<file path="config.mk">
export PLATFORM = sky130hd
export DESIGN_NAME = mem_loader
export DESIGN_NICKNAME = d
export VERILOG_FILES = /design/src/rtl/mem_loader_pkg.sv /design/src/rtl/mem_loader_edge.sv /design/src/rtl/mem_loader.sv
export SDC_FILE = /design/constraint.sdc
export NUM_CORES = 1
export LEC_CHECK = 0
export ABC_AREA = 0
export CAP_MARGIN = 0
export CORE_AREA = 3 3 64 66
export DETAILED_ROUTE_END_ITERATION = 16
export DIE_AREA = 0 0 67 69
export PLACE_DENSITY = 0.74
export REMOVE_ABC_BUFFERS = 1
export SETUP_SLACK_MARGIN = 0.5
export SLEW_MARGIN = 20
export SYNTH_ARGS = -nofsm -noshare
export SYNTH_HDL_FRONTEND = slang
export SYNTH_SLANG_ARGS = --single-unit
</file>
<file path="constraint.sdc">
create_clock -name clk -period 1.6 [get_ports clk]
set_input_delay 0.32 -clock clk [delete_from_list [all_inputs] [get_ports clk]]
set_output_delay 0.32 -clock clk [all_outputs]
set_load 0.03 [all_outputs]
</file>
<file path="src/rtl/mem_loader_pkg.sv">
// mem_loader_pkg: loader state encodings, LED status bit positions and status packing helper
package mem_loader_pkg;
  typedef enum logic [1:0] {IDLE = 2'd0, GET_LO = 2'd1, GET_HI = 2'd2, WRITE = 2'd3} state_t;
  localparam int ST_STATE_LSB = 6;
  localparam int ST_WRAPPED   = 5;
  localparam int ST_COUNT_LSB = 0;
  localparam int COUNT_W      = 4;
  function automatic logic [7:0] pack_status(state_t s, logic wrapped, logic [COUNT_W-1:0] cnt);
    logic [7:0] r;
    r = '0;
    r[ST_STATE_LSB +: 2] = s;
    r[ST_WRAPPED] = wrapped;
    r[ST_COUNT_LSB +: COUNT_W] = cnt;
    return r;
  endfunction
endpackage

</file>
<file path="src/rtl/mem_loader_edge.sv">
// edge_detect: registered-history rising-edge detector (clk, reset, din -> rise)
module edge_detect (
  input  logic clk,
  input  logic reset,
  input  logic din,
  output logic rise
);
  logic prev;
  always_ff @(posedge clk or posedge reset)
    if (reset) prev <= 1'b0;
    else prev <= din;
  assign rise = din & ~prev;
endmodule

</file>
<file path="src/rtl/mem_loader.sv">
// mem_loader: switch/step-button RAM word loader (clk, reset, load_en, step, sw -> addr, din, we, active, status)
module mem_loader
  import mem_loader_pkg::*;
#(
  parameter int ADDR_W = 8,
  parameter int DATA_W = 16
) (
  input  logic              clk,
  input  logic              reset,
  input  logic              load_en,
  input  logic              step,
  input  logic [DATA_W/2-1:0] sw,
  output logic [ADDR_W-1:0] addr,
  output logic [DATA_W-1:0] din,
  output logic              we,
  output logic              active,
  output logic [7:0]        status
);
  localparam int B = DATA_W / 2;
  state_t state, state_nx;
  logic rise, wrapped;
  logic [COUNT_W-1:0] word_count;
  edge_detect u_edge (.clk(clk), .reset(reset), .din(step), .rise(rise));
  always_ff @(posedge clk or posedge reset)
    if (reset) state <= IDLE;
    else state <= state_nx;
  always_comb begin
    state_nx = state;
    state_nx = state == IDLE   ? (load_en ? GET_LO : IDLE) :
               !load_en        ? IDLE :
               state == GET_LO ? (rise ? GET_HI : GET_LO) :
               state == GET_HI ? (rise ? WRITE : GET_HI) : GET_LO;
  end
  always_ff @(posedge clk or posedge reset)
    if (reset) begin
      addr       <= '0;
      din        <= '0;
      wrapped    <= 1'b0;
      word_count <= '0;
    end else if (state == IDLE) begin
      if (load_en) begin
        addr       <= '0;
        wrapped    <= 1'b0;
        word_count <= '0;
      end
    end else if (state == WRITE) begin
      addr       <= addr + 1'b1;
      word_count <= word_count + 1'b1;
      if (&addr) wrapped <= 1'b1;
    end else if (load_en && rise) begin
      if (state == GET_LO) din[B-1:0] <= sw;
      else din[DATA_W-1:B] <= sw;
    end
  assign we = state == WRITE;
  assign active = state != IDLE;
  assign status = pack_status(state, wrapped, word_count);
endmodule
</file>
======== Yosys cells after proc, flatten, opt, wreduce, memory -nomap -nowiden ========
Cells that the tools add are included.
word-level totals
  flip-flop bits (word level) ............. 32
  input port bits ......................... 12
  output and inout port bits .............. 34
  logic and storage cells ................. 45
operators by class
  add/sub/neg operators ................... 2
  equal/unequal tests ..................... 4
  multiplexer cells ....................... 17
  bitwise operators ....................... 5
  reduce and logical (&&, ||, !) cells .... 10
operator list
  operator             number
  $mux 8               3
  $mux 4               3
  $mux 2               5
  $add 8x1->8 const B  1
  $reduce_and 4->1     2
  $reduce_and 8->1     1
  $mux 1               6
  $reduce_bool 2->1    3
  $add 4x1->4 const B  1
  $eq 2x2->1 const B   2
  $not 1->1            4
  $reduce_and 3->1     1
  $eq 2x1->1 const B   1
  $logic_not 2->1      1
  $ne 2x2->1 const B   1
  $reduce_and 2->1     1
  $and 1x1->1          1
  $logic_and 1x1->1    1

======== Depth between registers and ports, before layout ========
Gate-level depths: netlist (run 1).
  word-level depth ........................ 7
  depth in mapped cells ................... 7
  mapped depth without buffers ............ 5

======== Modules after synthesis ========
Synthesis (run 1) repeated with hierarchy kept, for this count alone.
second synthesis, totals
  cell total of the unflattened synthesis .. 117
  area, all modules ....................... 1527.7 µm²
modules (own cells, without submodules)
  module       times used  cells each  area each (µm²)
  mem_loader   1           114         1485.2
  edge_detect  1           3           42.5

======== Worst setup path after synthesis (run 1) ========
No wires, ideal clock.
  path type ............................... flip-flop to flip-flop
  start point ............................. register state[1]
  end point ............................... register addr[7]
  arrival ................................. 1.841 ns
  setup slack ............................. -0.320 ns
  cell stages (with the launch flop) ...... 6
  buffers on the path ..................... 1
  period minus slack after synthesis ...... 1.920 ns
  cells stage by stage .................... dfrtp_1 -> ha_1 -> mux2i_1 -> buf_4 -> nor4b_2 -> mux2i_1
on the way
  word-level cells in the longest chain between the ends .. 3
  elaborated cells on any way between the ends .. 6
RTL lines
  what                         line              text
  start, declared              mem_loader.sv:20  state_t state, state_nx;
  start signal, assigned       mem_loader.sv:26  else state <= state_nx;
  $eq 2x2->1                   -
  named net we                 mem_loader.sv:15  output logic we,
  $reduce_bool 2->1 (no line)  -
  $reduce_and 2->1 (no line)   -
  end signal, assigned         mem_loader.sv:47  addr <= addr + 1'b1;
  end, declared                mem_loader.sv:13  output logic [ADDR_W-1:0] addr,
The timed path passes the listed nets, and every way through them passes these cells.
A chain may end at the register's enable or synchronous reset.

======== Worst setup path after layout (run 1) ========
  start point ............................. register state[1]
  end point ............................... output active
on the way
  word-level cells in the longest chain between the ends .. 1
RTL lines
  what               line              text
  $reduce_bool 2->1  mem_loader.sv:55  assign active = state != IDLE;
  end, declared      mem_loader.sv:16  output logic active,
No other way between the ends.

==> results summary, run 1 <==
The flow ran to the end, but the final reports show violations. The checks that failed: negative setup slack. By area the synthesized netlist is led by sky130_fd_sc_hd__dfrtp_1 54%, sky130_fd_sc_hd__mux2_2 13%, sky130_fd_sc_hd__ha_1 5.1%. In the final routed layout, each cell accounts on average for 16.4 um. The final clock period utilization by the worst path came out at 1.05.

The routability congestion estimate is 0.788. The maximum clock skew at final layout came out at between 0.003 and 0.004 ns. The largest fanout on the critical path is 3. The detail-routed via count per cell came out at 5.03. Counting cells, the worst reg-to-reg path comes to 8. The number of iterations in the first detailed-routing pass is 4. The worst setup path is launched from a flip-flop. By count the netlist is led by 32 x sky130_fd_sc_hd__dfrtp_1, 17 x sky130_fd_sc_hd__mux2_2, 10 x sky130_fd_sc_hd__nand2_1. The tree is rooted in a sky130_fd_sc_hd__clkbuf_8. For this run, the register share of the synthesized area comes to 0.543. Summing all flip-flop and latch instances after layout gives 806 um2.

After global routing the overflow that remains totals 0. The clock transition at the registers of the reported paths came out at 0.06 ns. The total area of multi-input combinational cells is 867 um2. The final-report setup violation count came out at 4. After legalization and detailed placement, the total HPWL measured 2520 um.

The detailed-route via count came out at 1328. Based on the critical path, the design can be clocked at up to 0.595 GHz. In this run the power spent charging and discharging nets is 794 uW. The final total negative setup slack is -0.176 ns.

The die covers 0.00462 mm2. The number of different library cells in the post-synthesis netlist is 29. During synthesis, Yosys emitted a total of 0 warnings. The floorplan die width is approximately 67 um. The worst register-to-register path ends at addr[3]. Across the run, the number of max-cap violations was 0. The average instance area after synthesis came out at around 13 um2. The global router's overall resource usage came out at 0.176. The layout net count came out at between 200 and 250.

The share of total power dissipated in combinational logic is 0.357. The final-layout fill cell count is 225. The switching portion of total power came out at 0.312. The count of flip-flops with a built-in enable after synthesis is 0. The area share of the largest cell type after synthesis is 0.543. The synthesized netlist cell count came out at 118. For this design the ratio of total power to cell area is 911 mW/mm2. The repair_antennas step left the layout with diodes totalling 0.

At the worst endpoint, the required time is 1.28 ns. The post-placement worst setup slack came out at -0.211 ns. The clock drives 32 sinks. The maximum number of pins on one net before global-route repair came out at 18.

After floorplanning, the core was divided into 22 placement rows. The area growth from synthesis to layout is 89.2%. The number of buffers added by the clock tree synthesis step came out at 5. No sink is reached through more buffers than the 2 on the longest clock path.

The routed wire length came out at approximately 4300 um. The H-tree depth reported by CTS is 2. The final hold violation count came out at 0.

The remaining antenna violation count after routing came out at 0. The number of remaining DRC errors is 0. After layout, the worst setup slack is -0.0817 ns. The category of the critical setup timing path is reg2out. The finished cells cover ~0.0028 mm2. The starting DRC count in detailed routing is roughly 90.

The global-route wire length before repair came out at 6270 um. The post-synthesis cell area is 0.00148 mm2. The count of buffers from port buffering came out at 44. The region available for standard cell placement spans 0.00363 mm2. The largest total area in the synthesized netlist belongs to sky130_fd_sc_hd__dfrtp_1. The I/O pin count is 46. The clock share of power came out at 0.245. The sequential cell fraction of total power came out at 0.398. In the final layout, the share of cells above drive strength 1 is 0.667. The count of final max-slew check failures came out at 0.

The number of global-route vias before repair is 1369. The worst path arrival time came out at between 1 and 1.5 ns. The cell with the most instances after synthesis is sky130_fd_sc_hd__dfrtp_1. The most instantiated flip-flop cell in the synthesis netlist is sky130_fd_sc_hd__dfrtp_1. The latest clock arrival within the worst-skew pair came out at 0.28 ns. The starting density of the core is 0.406.

The die outline height is 69 um. The worst setup path is captured at an output port. The number of antenna violations at the first check in global routing is 0. For this design the static power due to leakage is 1.35 nW. Setup slack on the worst reg-to-reg path comes out at -0.06 ns. The tightest min-delay check is of the in2async type.

The clock period minus worst slack is 1.68 ns. TritonCTS built the clock tree. In this run, synthesis produced a sequential element count of 32.

Cell internal power was estimated by the tool at 1.75 mW. Setup repair after global routing could not meet its margin everywhere. The async set-or-reset flop fraction in the synthesized netlist came out at 1.00. The peak ir drop on the vdd network is approximately 0.00085 V. In this run the critical register-to-register path is launched from state[1]. The cell area after placement is a little over 0.002 mm2.
-- per-stage QoR --
stage / std cells / power [mW] / utilization / hold slack (ns)
6_report: 264 / 2.54 / 0.768 / 0.374
5_1_grt: 264 / 2.66 / 0.768 / 0.438
4_1_cts: 249 / 2.47 / 0.682 / 0.373
3_5_place_dp: 224 / 1.70 / 0.570 / 0.494
3_3_place_gp: 224 / 1.69 / 0.570 / 0.462
2_1_floorplan: 114 / 1.36 / - / 0.351
-- worst max path at each step --
stage                        start      end  slack [ns]  cells past startpoint
final                     state[1]   active       -0.08                      6
after global routing      state[1]   active       -0.12                      6
after CTS                 state[0]   active       -0.06                      6
after detailed placement      step   din[2]       -0.21                      4
after global placement        step   din[5]       -0.16                      4
after floorplan           state[1]  addr[5]       -0.51                      4
-- power by group through the flow --
stage | Clock [mW] | Sequential [mW] | Combinational [mW]
5_1_grt | 0.691 | 1.02 | 0.952
3_3_place_gp | 0 | 0.993 | 0.693
6_report | 0.624 | 1.01 | 0.907
4_1_cts | 0.654 | 1.01 | 0.804
3_5_place_dp | 0 | 0.995 | 0.706
2_1_floorplan | 0 | 1.22 | 0.150
-- per-layer routing --
layer / up-vias / wire [um] / track usage
met1: 644 / 1610 / 0.204
li1: 612 / - / -
met2: 64 / 2380 / 0.302
met3: 8 / 272 / 0.0537
met5: - / 0 / 0
met4: 0 / 78 / 0.0541
-- cell families after synthesis --
logic type / share of synthesized area
AOI/OAI and AO/OA: 0.0789
other: 0.00254
DFF: 0.543
and+or+nand+nor: 0.130
muxes: 0.157
buffers and inverters: 0.0382
adders and majority gates: 0.0509
-- registers in the layout, indices dropped and copies added (netlist names) --
signal       cells
u_edge.prev      1
wrapped          1
state            2
addr             8
word_count       4
din             16
-- area by class of cell --
| class | instances | area share |
|---|---|---|
| Timing Repair Buffer | 94 | 0.336 |
| Multi-Input combinational cell | 76 | 0.311 |
| Sequential cell | 32 | 0.289 |
| Clock buffer | 6 | 0.0296 |
| Tap cell | 48 | 0.0215 |
| Inverter | 6 | 0.00986 |
| Clock inverter | 2 | 0.00359 |
-- cells in the final DEF, fill, tap and decap left out, types with 2 or more instances in the layout --
master                            instances
sky130_fd_sc_hd__o21ai_1                  5
sky130_fd_sc_hd__mux2_2                   4
sky130_fd_sc_hd__clkinv_2                 2
sky130_fd_sc_hd__nand2_2                  3
sky130_fd_sc_hd__nand4_4                  2
sky130_fd_sc_hd__a21boi_1                 2
sky130_fd_sc_hd__clkdlybuf4s50_1         11
sky130_fd_sc_hd__buf_6                   46
sky130_fd_sc_hd__mux2_4                  13
sky130_fd_sc_hd__nor4b_4                  2
sky130_fd_sc_hd__nand3_1                  2
sky130_fd_sc_hd__or3_1                    2
sky130_fd_sc_hd__nor2b_4                  2
sky130_fd_sc_hd__clkbuf_8                 6
sky130_fd_sc_hd__inv_1                    3
sky130_fd_sc_hd__dfrtp_2                  4
sky130_fd_sc_hd__buf_4                   34
sky130_fd_sc_hd__mux2i_1                  3
sky130_fd_sc_hd__ha_4                     4
sky130_fd_sc_hd__nand2_1                  7
sky130_fd_sc_hd__buf_12                   2
sky130_fd_sc_hd__inv_4                    2
sky130_fd_sc_hd__dfrtp_1                 28
-- repair_timing --
action / 4_1_cts / 5_1_grt
buffers inserted: 17 / 15
resized for setup: 252 / 48
hold buffers: 0 / 0
setup endpoints to repair: 64 / 64
pin swaps: 7 / 15
-- worst max-delay path, cell delays in order, from the launching register on --
cell and delay [ns]:
sky130_fd_sc_hd__dfrtp_2 0.43, sky130_fd_sc_hd__inv_4 0.09, sky130_fd_sc_hd__ha_4 0.16, sky130_fd_sc_hd__buf_6 0.12, sky130_fd_sc_hd__inv_4 0.04, sky130_fd_sc_hd__buf_6 0.11, sky130_fd_sc_hd__buf_6 0.13
(Power assumes the default switching activity.)
==> inputs of run 2 (changes only) <==
- ABC_CLOCK_PERIOD_IN_PS: unset -> 1600
- CAP_MARGIN: 0 -> unset
==> results of run 2 <==
Same layout as run 1: the final DEF is identical, and so are final timing and power.
